## config.mk

```make
export PLATFORM = sky130hd
export DESIGN_NAME = conv1d_mac_ctrl
export DESIGN_NICKNAME = d
export VERILOG_FILES = /design/src/rtl/conv1d_pkg.sv /design/src/rtl/conv1d_out_fifo.sv /design/src/rtl/conv1d_mac_ctrl.sv
export SDC_FILE = /design/constraint.sdc
export NUM_CORES = 1
export LEC_CHECK = 0
export CAP_MARGIN = 5
export CORE_MARGIN = 1.5
export CORE_UTILIZATION = 56
export CTS_BUF_LIST = sky130_fd_sc_hd__clkbuf_4
export DETAILED_ROUTE_END_ITERATION = 8
export GPL_TIMING_DRIVEN = 0
export PLACE_DENSITY = 0.87
export SLEW_MARGIN = 15
export SYNTH_ARGS = -nofsm -noshare
export SYNTH_HDL_FRONTEND = slang
export SYNTH_SLANG_ARGS = --single-unit
```

## constraint.sdc

```tcl
create_clock -name clk -period 4.45 [get_ports clk]
set_input_delay 0.89 -clock clk [delete_from_list [all_inputs] [get_ports clk]]
set_output_delay 0.89 -clock clk [all_outputs]
set_load 0.01 [all_outputs]
```

## src/rtl/conv1d_pkg.sv

```systemverilog
// Shared types and constants for the 1D-convolution MAC controller.
package conv1d_pkg;

    // Default MAC accumulator width.
    localparam int CONV_ACC_W = 28;

    typedef enum logic [2:0] {
        IDLE  = 3'd0,
        INIT  = 3'd1,
        ISSUE = 3'd2,
        GAP   = 3'd3,
        DRAIN = 3'd4
    } state_t;

    // The first multiplier stage is the operand capture; the rest is latency.
    function automatic int mult_lat(input int mult_stages);
        return mult_stages - 1;
    endfunction

endpackage

```

## src/rtl/conv1d_out_fifo.sv

```systemverilog
// Small synchronous FIFO that holds finished window sums.
// The head is presented with valid/ready; it is popped on valid && ready.
module conv1d_out_fifo #(
    parameter int DEPTH = 2,
    parameter int WIDTH = 28
) (
    input  logic                         clk,
    input  logic                         reset,
    input  logic                         push,
    input  logic [WIDTH-1:0]             push_data,
    input  logic                         pop_ready,
    output logic [WIDTH-1:0]             head_data,
    output logic                         head_valid,
    output logic                         full,
    output logic                         empty,
    output logic [$clog2(DEPTH+1)-1:0]   count
);

    localparam int PW = (DEPTH > 1) ? $clog2(DEPTH) : 1;
    localparam int CW = $clog2(DEPTH + 1);

    logic [WIDTH-1:0] mem [DEPTH];
    logic [PW-1:0]    rd_ptr;
    logic [PW-1:0]    wr_ptr;
    logic             pop;

    function automatic logic [PW-1:0] wrap_inc(input logic [PW-1:0] p);
        return (p == PW'(DEPTH - 1)) ? '0 : p + PW'(1);
    endfunction

    assign empty      = (count == '0);
    assign full       = (count == CW'(DEPTH));
    assign head_valid = !empty;
    // Head reads as zero when empty so out_data is clean after reset.
    assign head_data  = empty ? '0 : mem[rd_ptr];
    assign pop        = head_valid && pop_ready;

    // Storage write; data words need no reset since occupancy gates them.
    always_ff @(posedge clk) begin
        if (push) begin
            mem[wr_ptr] <= push_data;
        end
    end

    // Pointer and occupancy bookkeeping.
    always_ff @(posedge clk) begin
        if (reset) begin
            rd_ptr <= '0;
            wr_ptr <= '0;
            count  <= '0;
        end else begin
            if (push) begin
                wr_ptr <= wrap_inc(wr_ptr);
            end
            if (pop) begin
                rd_ptr <= wrap_inc(rd_ptr);
            end
            case ({push, pop})
                2'b10:   count <= count + CW'(1);
                2'b01:   count <= count - CW'(1);
                default: count <= count;
            endcase
        end
    end

endmodule

```

## src/rtl/conv1d_mac_ctrl.sv

```systemverilog
// Address walker and strobe sequencer for a pipelined 1D-convolution MAC.
//
//   state | meaning
//   ------+---------------------------------------------------------------
//   IDLE  | waiting for start; all strobes low
//   INIT  | one cycle: clear product register and accumulator, reset i/j
//   ISSUE | one tap per cycle: addr_x=j+i, addr_w=i, token into delay line
//   GAP   | bubble between windows; holds here while out of credit
//   DRAIN | all windows issued; wait for in-flight and FIFO to empty
module conv1d_mac_ctrl
    import conv1d_pkg::*;
#(
    parameter int N           = 16,
    parameter int M           = 4,
    parameter int MULT_STAGES = 2,
    parameter int ACC_W       = CONV_ACC_W,
    parameter int OUT_DEPTH   = 2
) (
    input  logic                    clk,
    input  logic                    reset,
    input  logic                    start,
    output logic                    busy,
    output logic                    done,
    output logic [$clog2(N)-1:0]    addr_x,
    output logic [$clog2(M)-1:0]    addr_w,
    output logic                    enable_mult,
    output logic                    en_pipeline_reg,
    output logic                    en_acc,
    output logic                    clear_reg,
    output logic                    clear_acc,
    input  logic signed [ACC_W-1:0] f,
    output logic signed [ACC_W-1:0] out_data,
    output logic                    out_valid,
    input  logic                    out_ready
);

    localparam int XW  = $clog2(N);
    localparam int WW  = $clog2(M);
    localparam int LAT = mult_lat(MULT_STAGES);
    // Token positions: 0 = memory data valid, LAT = product reg,
    // LAT+1 = accumulate, LAT+2 = final sum visible on f.
    localparam int DL  = LAT + 3;
    localparam int CW  = $clog2(OUT_DEPTH + 1);

    state_t          state;
    state_t          state_nxt;
    logic [XW-1:0]   j;
    logic [WW-1:0]   i;
    logic [CW-1:0]   inflight;
    logic [DL-1:0]   tok_v;
    logic [DL-1:0]   tok_last;
    logic [CW-1:0]   fifo_count;
    logic            fifo_full;
    logic            fifo_empty;
    logic            issue;
    logic            last_tap;
    logic            start_win;
    logic            credit_ok;
    logic            drain_ok;
    logic            push;
    logic            pop;

    assign last_tap  = (i == WW'(M - 1));
    // A window may start only if its result is guaranteed a FIFO slot.
    assign credit_ok = (int'(inflight) + int'(fifo_count)) < OUT_DEPTH;
    assign drain_ok  = (inflight == '0) && fifo_empty;
    assign push      = tok_v[DL-1] && tok_last[DL-1];
    assign pop       = out_valid && out_ready;

    assign addr_x          = j + XW'(i);
    assign addr_w          = i;
    assign enable_mult     = tok_v[0];
    assign en_pipeline_reg = tok_v[LAT];
    assign en_acc          = tok_v[LAT+1];
    assign clear_reg       = (state == INIT);
    // Capturing a sum also wipes the accumulator for the next window; the
    // GAP bubble keeps this cycle free of en_acc.
    assign clear_acc       = (state == INIT) || push;
    assign done            = (state == DRAIN) && drain_ok;
    assign busy            = (state != IDLE) && !done;

    // Next-state and per-cycle control decode.
    always_comb begin
        state_nxt = state;
        issue     = 1'b0;
        start_win = 1'b0;
        case (state)
            IDLE: begin
                if (start) begin
                    state_nxt = INIT;
                end
            end
            INIT: begin
                // Nothing is in flight and the FIFO is empty here.
                state_nxt = ISSUE;
                start_win = 1'b1;
            end
            ISSUE: begin
                issue = 1'b1;
                if (last_tap) begin
                    state_nxt = GAP;
                end
            end
            GAP: begin
                if (j < XW'(N - M)) begin
                    if (credit_ok) begin
                        state_nxt = ISSUE;
                        start_win = 1'b1;
                    end
                end else begin
                    state_nxt = DRAIN;
                end
            end
            DRAIN: begin
                if (drain_ok) begin
                    state_nxt = IDLE;
                end
            end
            default: state_nxt = IDLE;
        endcase
    end

    // State register.
    always_ff @(posedge clk) begin
        if (reset) begin
            state <= IDLE;
        end else begin
            state <= state_nxt;
        end
    end

    // Tap/window counters and windows-in-flight tracking.
    always_ff @(posedge clk) begin
        if (reset) begin
            i        <= '0;
            j        <= '0;
            inflight <= '0;
        end else begin
            case (state)
                INIT: begin
                    i <= '0;
                    j <= '0;
                end
                ISSUE: i <= last_tap ? '0 : i + WW'(1);
                GAP: begin
                    if (state_nxt == ISSUE) begin
                        j <= j + XW'(1);
                    end
                end
                DRAIN: begin
                    if (drain_ok) begin
                        j <= '0;
                    end
                end
                default: ;
            endcase
            case ({start_win, push})
                2'b10:   inflight <= inflight + CW'(1);
                2'b01:   inflight <= inflight - CW'(1);
                default: inflight <= inflight;
            endcase
        end
    end

    // Delay line matching the memory, multiplier and accumulator latency.
    always_ff @(posedge clk) begin
        if (reset) begin
            tok_v    <= '0;
            tok_last <= '0;
        end else begin
            tok_v    <= {tok_v[DL-2:0], issue};
            tok_last <= {tok_last[DL-2:0], issue && last_tap};
        end
    end

    conv1d_out_fifo #(
        .DEPTH (OUT_DEPTH),
        .WIDTH (ACC_W)
    ) u_out_fifo (
        .clk        (clk),
        .reset      (reset),
        .push       (push),
        .push_data  (f),
        .pop_ready  (out_ready),
        .head_data  (out_data),
        .head_valid (out_valid),
        .full       (fifo_full),
        .empty      (fifo_empty),
        .count      (fifo_count)
    );

    // The credit scheme must never let a sum arrive at a full FIFO.
    a_no_push_when_full: assert property (
        @(posedge clk) disable iff (reset) push |-> (!fifo_full || pop)
    );

endmodule

```

== Word level (Yosys, flattened, before mapping) ==
Memories as Yosys holds them, arrays and structs flattened. A register that Yosys moved wholly into a read port is not among the register bits.
Index checks and enable logic that the tools add are counted.
Word-level totals
  flip-flop bits (word level): 23
  bits in latches: 0
  logic and storage cells: 76
  output and inout port bits: 42
  memories kept: 1
  ROM bits: 0
  memory bits (writable): 56
  bits of input ports: 32
Memory list
  u_out_fifo.mem: words 2, width 28, rd ports 1, clocked after memory_dff 1, wr ports 1, line conv1d_out_fifo.sv:22  | logic [WIDTH-1:0] mem [DEPTH];
Operators by class
  muxes and demuxes: 24
  add/sub/neg operators: 10
  shifts and indexed selects: 0
  reduce and logical (&&, ||, !) cells: 18
  order comparisons: 2
  bitwise logic cells: 0
  multipliers: 0
  div/mod/pow operators: 0
  eq/ne operators: 12
Operator list (number)
  28-bit 2-to-1 mux: 1
  3-bit 2-to-1 mux: 5
  3-bit case mux with 5 select lines: 1
  2-bit case mux with 2 select lines: 3
  4-bit case mux with 3 select lines: 1
  3-bit by 2-bit == test with 1-bit output, second input constant: 3
  1-bit 2-to-1 mux: 9
  4-bit 2-to-1 mux: 2
  2-bit by 1-bit adder with 2-bit output, second input constant: 3
  2-bit == test, second input constant: 3
  1-bit logical AND: 6
  2-bit nonzero test: 3
  3-bit nonzero test: 2
  4-bit by 1-bit adder with 4-bit output, second input constant: 1
  4-bit by 2-bit adder with 4-bit output: 1
  2-bit by 1-bit == test with 1-bit output, second input constant: 2
  2-bit logical NOT: 2
  4-bit < comparator, second input constant: 1
  2-bit inequality test, second input constant: 2
  2-bit by 1-bit subtractor with 2-bit output, second input constant: 2
  2-bit by 2-bit adder with 3-bit output: 1
  3-bit by 1-bit == test with 1-bit output, second input constant: 1
  3-bit == test, second input constant: 1
  3-bit logical NOT: 1
  other kinds (7): 9

== Longest topological paths before layout ==
Gate-level depths: netlist of the first run.
  depth in word-level cells: 8
  mapped depth: 10
  depth with buffers taken out: 9

== Hierarchy ==
Synthesis of the first run repeated with hierarchy kept, for this count alone.
Unflattened totals
  cells, all modules: 252
  area, all modules: 3274.4 µm²
Modules (own cells, without submodules)
  conv1d_out_fifo: times used 1, cells each 143, area each 2318.5 µm²
  conv1d_mac_ctrl: times used 1, cells each 109, area each 955.9 µm²

== Worst setup path after synthesis of the first run ==
Ideal clock, no wire load.
  path type: register to output
  start point: reg i[0] (netlist: addr_w[0])
  end point: out addr_x[2]
  setup slack: 2296 ps
  data arrival time: 1264 ps
  buffers on the path: 0
  cell stages (with the launch flop): 5
  required time: 3560 ps
  path through: dfxtp_1 -> ha_1 -> inv_1 -> fa_1 -> xnor2_1
On the way
  longest elaborated chain between the ends: 1
Ends and longest elaborated chain
  start, declared: line conv1d_mac_ctrl.sv:48  | logic [WW-1:0] i;
  start signal, assigned: line conv1d_mac_ctrl.sv:144  | ISSUE: i <= last_tap ? '0 : i + WW'(1);
  4-bit by 2-bit adder with 4-bit output: line conv1d_mac_ctrl.sv:70  | assign addr_x = j + XW'(i);
  end, declared: line conv1d_mac_ctrl.sv:24  | output logic [$clog2(N)-1:0] addr_x,
No other way between the ends.

== Worst setup path in the final report of the first run ==
  start point: reg j[0]
  end point: out addr_x[2]
On the way
  longest elaborated chain between the ends: 1
Ends and longest elaborated chain
  start, declared: line conv1d_mac_ctrl.sv:47  | logic [XW-1:0] j;
  start signal, assigned: line conv1d_mac_ctrl.sv:147  | j <= j + XW'(1);
  4-bit by 2-bit adder with 4-bit output: line conv1d_mac_ctrl.sv:70
No other way between the ends.

==> results.sh, run 1 <==
export IMPL_status="complete, no violations"
export IMPL_r2r_slack_ns=2.14
export IMPL_die_h_um=80.0
export IMPL_grt_pass1_vias=2224
export IMPL_synth_nets=295
export IMPL_drtPass1Iterations=4
export IMPL_syn_area_um2=3320
export IMPL_clk_path_buf_depth=2
export IMPL_post_drt_wl_per_cell_um=15.6
export IMPL_cts_clk_slew_worst_paths_ns=0.13
export IMPL_reg2reg_from="u_out_fifo.count[1]$_SDFFE_PP0P_"
export IMPL_hold_viol_final=0
export IMPL_fin_tns_setup_ns=0
export IMPL_startpoint="j[0]$_SDFFE_PP0P_"
export IMPL_cts_made_buffers=9
export IMPL_via_per_inst=5.35
export IMPL_switching_share_pct=24.1
export IMPL_critPathLaunchType="flip-flop"
export IMPL_endpoint_kind="output pin"
export IMPL_dp_hpwl_mm=4.53
export IMPL_critPathMaxStageDelay_ns=0.57
export IMPL_tightest_slew_ns=0.802
export IMPL_vias=2226
export IMPL_max_slew_margin_pct=46.4
export IMPL_drc=0
export IMPL_grt_ovfl_total=0
export IMPL_rsz0062_at_grt="no"
export IMPL_layout_nets=379
export IMPL_p_leak_nw=1.45
export IMPL_rr_endpoint="inflight[1]$_SDFFE_PP0P_"
export IMPL_die_area_um2=6400
export IMPL_cts_tree="done"
export IMPL_max_freq_mhz=316
export IMPL_cts_root_buffer="clkbuf_4"
export IMPL_numPortBuffers=73
export IMPL_cp_arrival_ns=2.27
export IMPL_p_comb_share_pct=7.4
export IMPL_cts_resized=0
export IMPL_rows=27
export IMPL_grt_max_degree=29
export IMPL_crit_path_end="addr_x[2]"
export IMPL_async_reset_ff_share_pct=0
export IMPL_synthDistinctLibCells=43
export IMPL_syn_avg_cell_area_um2=13.0
export IMPL_final_cell_mix="clkdlybuf4s50_1 (73), edfxtp_1 (56), nor2_1 (36), mux2i_1 (28), dfxtp_1 (24)"
export IMPL_power_density_nw_per_um2=300
export IMPL_grt_usage_pct=21.7
export IMPL_diodes=0
export IMPL_die_w_um=80.0
export IMPL_cp_num_cells=5
export IMPL_fin_worst_skew_ns=0.0152
export IMPL_area_growth_pct=28.7
export IMPL_synthCells=255
export IMPL_setup_viol=0
export IMPL_p_int_mw=0.972
export IMPL_post_cts_buffers=0
export IMPL_ctsHoldBuffers=0
export IMPL_ys_ff_latch=80
export IMPL_drv_slew=0
export IMPL_synth_flop_cell="edfxtp_1"
export IMPL_htreeDepth=3
export IMPL_cp_max_fo=6
export IMPL_ant_nets=0
export IMPL_preCtsSetupSlack_ns=1.77
export IMPL_crit_chain="ha_1 -> inv_1 -> fa_1 -> xnor2_1 -> clkdlybuf4s50_1"
export IMPL_clock_latency_ns=0.42
export IMPL_hold_class="flip-flop to flip-flop"
export IMPL_drive_above_1_share_pct=9.01
export IMPL_initial_core_util_pct=59.2
export IMPL_synth_warning_count=0
export IMPL_synth_edf_count=56
export IMPL_cp_num_buf_inv=2
export IMPL_path_delay_family="buffers and inverters"
export IMPL_peakVddDrop_v=0.000218
export IMPL_crit_required_ns=3.56
export IMPL_core_um2=5610
export IMPL_crit_type="flip-flop to output pin"
export IMPL_ff2ff_path_depth=8
export IMPL_yosysSeqAreaShare_pct=65.2
export IMPL_num_io_pins=74
export IMPL_period_share_pct=71.1
export IMPL_cap_violations=0
export IMPL_fin_crit_ns=3.16
export IMPL_cts_sinks=80
export IMPL_pwr_share_clk_pct=29.7
export IMPL_drt_wl_total_mm=6.48
export IMPL_gp_congestion=0.858
export IMPL_drt_iter0_markers=108
export IMPL_slowest_stage="clkdlybuf4s50_1"
export IMPL_antenna_found_initial=0
export IMPL_pwr_share_seq_pct=63.0
export IMPL_grt_pass1_wl_mm=10.2
export IMPL_mostFrequentLayoutCell="clkdlybuf4s50_1"
export IMPL_worst_slack_ns=1.29
export IMPL_p_switching_mw=0.309
export IMPL_fin_util_pct=76.1
[layout make-up]
type                            count  area, µm²
Inverter                           10       37.5
Tap cell                           72       90.1
Sequential cell                    80       2160
Multi-Input combinational cell    151       1050
Timing Repair Buffer               73        731
Clock buffer                        9       67.6
Fill cell                         354       1340
Buffer                             14       72.6
Clock inverter                      7       53.8
[cells in the mapped netlist (5+ instances only)]
| cell type | number | area (µm²) |
|---|---|---|
| a21oi_1 | 5 | 25.0 |
| ha_1 | 6 | 75.1 |
| mux2i_1 | 28 | 280 |
| buf_2 | 7 | 35.0 |
| dfxtp_1 | 24 | 480 |
| inv_1 | 10 | 37.5 |
| nor2_1 | 37 | 139 |
| edfxtp_1 | 56 | 1680 |
| o21ai_0 | 9 | 45.0 |
| nand2_1 | 8 | 30.0 |
| nor2b_1 | 9 | 56.3 |
[metal layers]
| layer | global-route usage, % | vias up | wire (µm) |
|---|---|---|---|
| li1 | - | 1079 | - |
| met1 | 26.1 | 1066 | 2700 |
| met2 | 37.2 | 66 | 3290 |
| met3 | 3.54 | 15 | 309 |
| met4 | 11.7 | 0 | 191 |
| met5 | 0 | - | 0 |
[worst register-to-register path, stage by stage, from the launching register on]
cell	delay, ns
dfxtp_1	0.46
inv_1	0.09
fa_1	0.56
nand2_1	0.11
o21ai_0	0.15
nand2_1	0.07
ha_1	0.31
or3_1	0.35
a21oi_1	0.14
[cells by family (layout without fill, tap and decap cells)]
kind of cell | Yosys count | after routing | share of synthesized area [%]
AND/OR/NAND/NOR | 80 | 80 | 12.0
AO/OA/AOI/OAI | 27 | 27 | 5.54
flip-flops | 80 | 80 | 65.2
buffers and inverters | 24 | 113 | 3.32
multiplexers | 28 | 28 | 8.45
adder cells (fa/ha/maj) | 8 | 8 | 3.47
XOR/XNOR | 8 | 8 | 2.11
[worst min path at each step]
stage                            from                     end  slack [ns]  cells past startpoint
2_1_floorplan  tok_last[0]$_SDFF_PP0_  tok_last[1]$_SDFF_PP0_        0.41                      1
3_3_place_gp   tok_last[1]$_SDFF_PP0_  tok_last[2]$_SDFF_PP0_        0.42                      1
3_5_place_dp   tok_last[0]$_SDFF_PP0_  tok_last[1]$_SDFF_PP0_        0.43                      1
4_1_cts        tok_last[2]$_SDFF_PP0_  tok_last[3]$_SDFF_PP0_        0.46                      1
5_1_grt        tok_last[0]$_SDFF_PP0_  tok_last[1]$_SDFF_PP0_        0.46                      1
6_report       tok_last[2]$_SDFF_PP0_  tok_last[3]$_SDFF_PP0_        0.45                      1
[state kept, by name, summed over array words and instances (netlist names), named ones only]
name	count
u_out_fifo.wr_ptr	1
tok_last	4
addr_w	2
tok_v	4
state	3
u_out_fifo.rd_ptr	1
j	4
u_out_fifo.mem	56
inflight	2
u_out_fifo.count	2
[stage by stage]
step	cell area, µm²	hold WS (ns)	instances	power (mW)
6_report	4270	0.454	416	1.28
5_1_grt	4270	0.460	416	1.33
4_1_cts	4270	0.458	416	1.29
3_5_place_dp	4150	0.431	400	0.917
3_3_place_gp	4140	0.417	400	0.914
2_1_floorplan	3320	0.414	255	0.863
[power groups by stage]
stage	Combinational [mW]	Sequential, mW	Clock [mW]
6_report	0.0942	0.807	0.380
5_1_grt	0.102	0.809	0.416
4_1_cts	0.0940	0.807	0.386
3_5_place_dp	0.0932	0.824	0
3_3_place_gp	0.0903	0.823	0
2_1_floorplan	0.0393	0.823	0
Note: power is estimated with default switching activity, not from simulation.
==> run 2: changes to the inputs <==
--- a/config.mk
+++ b/config.mk
@@ -7,11 +7,11 @@
 export LEC_CHECK = 0
 export CAP_MARGIN = 5
 export CORE_MARGIN = 1.5
-export CORE_UTILIZATION = 56
+export CORE_UTILIZATION = 47
 export CTS_BUF_LIST = sky130_fd_sc_hd__clkbuf_4
 export DETAILED_ROUTE_END_ITERATION = 8
 export GPL_TIMING_DRIVEN = 0
-export PLACE_DENSITY = 0.87
+export PLACE_DENSITY = 0.78
 export SLEW_MARGIN = 15
 export SYNTH_ARGS = -nofsm -noshare
 export SYNTH_HDL_FRONTEND = slang
==> constraint.sdc (replaced) <==
create_clock -name clk -period 2.7 [get_ports clk]
set_input_delay 0.54 -clock clk [delete_from_list [all_inputs] [get_ports clk]]
set_output_delay 0.54 -clock clk [all_outputs]
set_load 0.01 [all_outputs]
==> results.sh, run 2 (synthesis results as in run 1) <==
export IMPL_status="complete, no violations"
export IMPL_cp_arrival_ns=2.03
export IMPL_post_drt_wl_per_cell_um=14.6
export IMPL_fin_tns_setup_ns=0
export IMPL_layout_nets=379
export IMPL_fin_area_um2=4340
export IMPL_vias=2205
export IMPL_htreeDepth=3
export IMPL_grt_max_degree=29
export IMPL_tightest_slew_ns=0.846
export IMPL_clk_path_buf_depth=2
export IMPL_largest_register_ffs=56
export IMPL_die_area_um2=7570
export IMPL_top_register="u_out_fifo.mem"
export IMPL_postPlaceCellArea_um2=4180
export IMPL_period_share_pct=95.4
export IMPL_fin_worst_skew_ns=0.0184
export IMPL_final_cell_mix="clkdlybuf4s50_1 (70), edfxtp_1 (56), nor2_1 (36), mux2i_1 (28), dfxtp_1 (21)"
export IMPL_p_comb_share_pct=7.1
export IMPL_gp_congestion=0.891
export IMPL_cts_clk_slew_worst_paths_ns=0.12
export IMPL_drt_iter0_markers=138
export IMPL_p_switching_mw=0.474
export IMPL_drtPass1Iterations=4
export IMPL_power_density_nw_per_um2=500
export IMPL_cp_max_fo=7
export IMPL_max_freq_mhz=388
export IMPL_hold_class="flip-flop to flip-flop"
export IMPL_mostFrequentLayoutCell="clkdlybuf4s50_1"
export IMPL_grt_pass1_wl_mm=10.4
export IMPL_power_mw=2.17
export IMPL_drive_above_1_share_pct=9.59
export IMPL_p_int_mw=1.70
export IMPL_cts_root_buffer="clkbuf_4"
export IMPL_cap_violations=0
export IMPL_holdWs_ns=0.454
export IMPL_num_io_pins=74
export IMPL_die_h_um=87.0
export IMPL_cts_tree="done"
export IMPL_fillCellCount=542
export IMPL_endpoint_kind="output pin"
export IMPL_hold_viol_final=0
export IMPL_initial_core_util_pct=48.8
export IMPL_drt_wl_total_mm=6.43
export IMPL_drc=0
export IMPL_p_leak_nw=1.50
export IMPL_pwr_share_clk_pct=31.6
export IMPL_diodes=0
export IMPL_core_um2=6790
export IMPL_clock_latency_ns=0.42
export IMPL_switching_share_pct=21.8
export IMPL_grt_ovfl_total=0
export IMPL_setup_viol=0
export IMPL_cts_sinks=80
export IMPL_peakVddDrop_v=0.000231
export IMPL_area_growth_pct=30.7
export IMPL_drv_slew=0
export IMPL_grt_pass1_vias=2138
export IMPL_rsz0062_at_grt="no"
export IMPL_die_w_um=87.0
export IMPL_grt_usage_pct=18.3
export IMPL_post_cts_buffers=0
export IMPL_ctsHoldBuffers=0
export IMPL_max_slew_margin_pct=43.5
export IMPL_crit_required_ns=2.16
export IMPL_rows=30
export IMPL_ant_nets=0
export IMPL_antenna_found_initial=0
export IMPL_pwr_share_seq_pct=61.3
export IMPL_fin_crit_ns=2.57
export IMPL_via_per_inst=5.01
export IMPL_numPortBuffers=73
export IMPL_crit_type="flip-flop to output pin"
export IMPL_critPathLaunchType="flip-flop"
export IMPL_dp_hpwl_mm=4.47
export IMPL_cts_made_buffers=9
-- run 2: cell types whose count changed in the layout (fill, tap and decap cells not counted), moves of 2 or more --
cell | previous run | this run
dfxtp_4 | 0 | 2
dlygate4sd2_1 | 0 | 2
buf_4 | 1 | 3
inv_6 | 3 | 0
clkinvlp_4 | 3 | 0
buf_2 | 7 | 2
dfxtp_1 | 24 | 21
clkinv_4 | 0 | 2
clkdlybuf4s50_1 | 73 | 70
clkbuf_4 | 9 | 13
-- run 2: final timing paths --
check / cells after the start / slack (ns) / startpoint / end
worst max register to register: 8 / 0.41 / inflight[0]$_SDFFE_PP0P_ / inflight[1]$_SDFFE_PP0P_
worst min register to register: 1 / 0.45 / tok_last[2]$_SDFF_PP0_ / tok_last[3]$_SDFF_PP0_
worst min-delay path: 1 / 0.45 / tok_last[2]$_SDFF_PP0_ / tok_last[3]$_SDFF_PP0_
worst max-delay path: 5 / 0.13 / u_out_fifo.count[0]$_SDFFE_PP0P_ / busy
-- run 2: worst max-delay path, stage by stage (launching register included) --
cell	delay, ns
dfxtp_1	0.33
buf_6	0.13
or4_4	0.52
nand2_1	0.09
nand2_1	0.07
clkdlybuf4s50_1	0.50
-- run 2: area by class of cell --
cell class	count	area [µm²]	share of cell area [%]
Sequential cell	80	2170	50.1
Multi-Input combinational cell	151	1050	24.3
Timing Repair Buffer	73	731	16.9
Tap cell	96	120	2.77
Buffer	14	85.1	1.96
Clock buffer	10	75.1	1.73
Clock inverter	6	61.3	1.41
Inverter	10	37.5	0.866
-- run 2: routing by layer --
layer | GRT usage [%] | up-vias | wire, µm
met3 | 5.40 | 7 | 383
met4 | 7.48 | 0 | 93
met1 | 22.8 | 1047 | 2810
met2 | 30.0 | 65 | 3140
met5 | 0 | - | 0
li1 | - | 1086 | -
-- run 2: repair_timing --
item,in CTS,in global routing
setup endpoints to repair,23,14
gates resized for setup,7,6
hold endpoints to repair,0,0
-- run 2: through the flow --
stage / setup WS, ns / cells / utilization, %
2_1_floorplan: 0.614 / 255 / -
3_3_place_gp: 0.0224 / 424 / 61.4
3_5_place_dp: 0.391 / 424 / 61.5
4_1_cts: 0.0198 / 440 / 63.6
5_1_grt: 0.00217 / 440 / 63.8
6_report: 0.125 / 440 / 63.8
-- run 2: power by group through the flow --
| stage | Clock [mW] | Sequential [mW] | Combinational (mW) |
|---|---|---|---|
| after CTS | 0.710 | 1.33 | 0.155 |
| final | 0.685 | 1.33 | 0.155 |
| after global placement | 0 | 1.36 | 0.149 |
| after global routing | 0.759 | 1.33 | 0.169 |
| after detailed placement | 0 | 1.36 | 0.153 |
| after floorplan | 0 | 1.36 | 0.0647 |
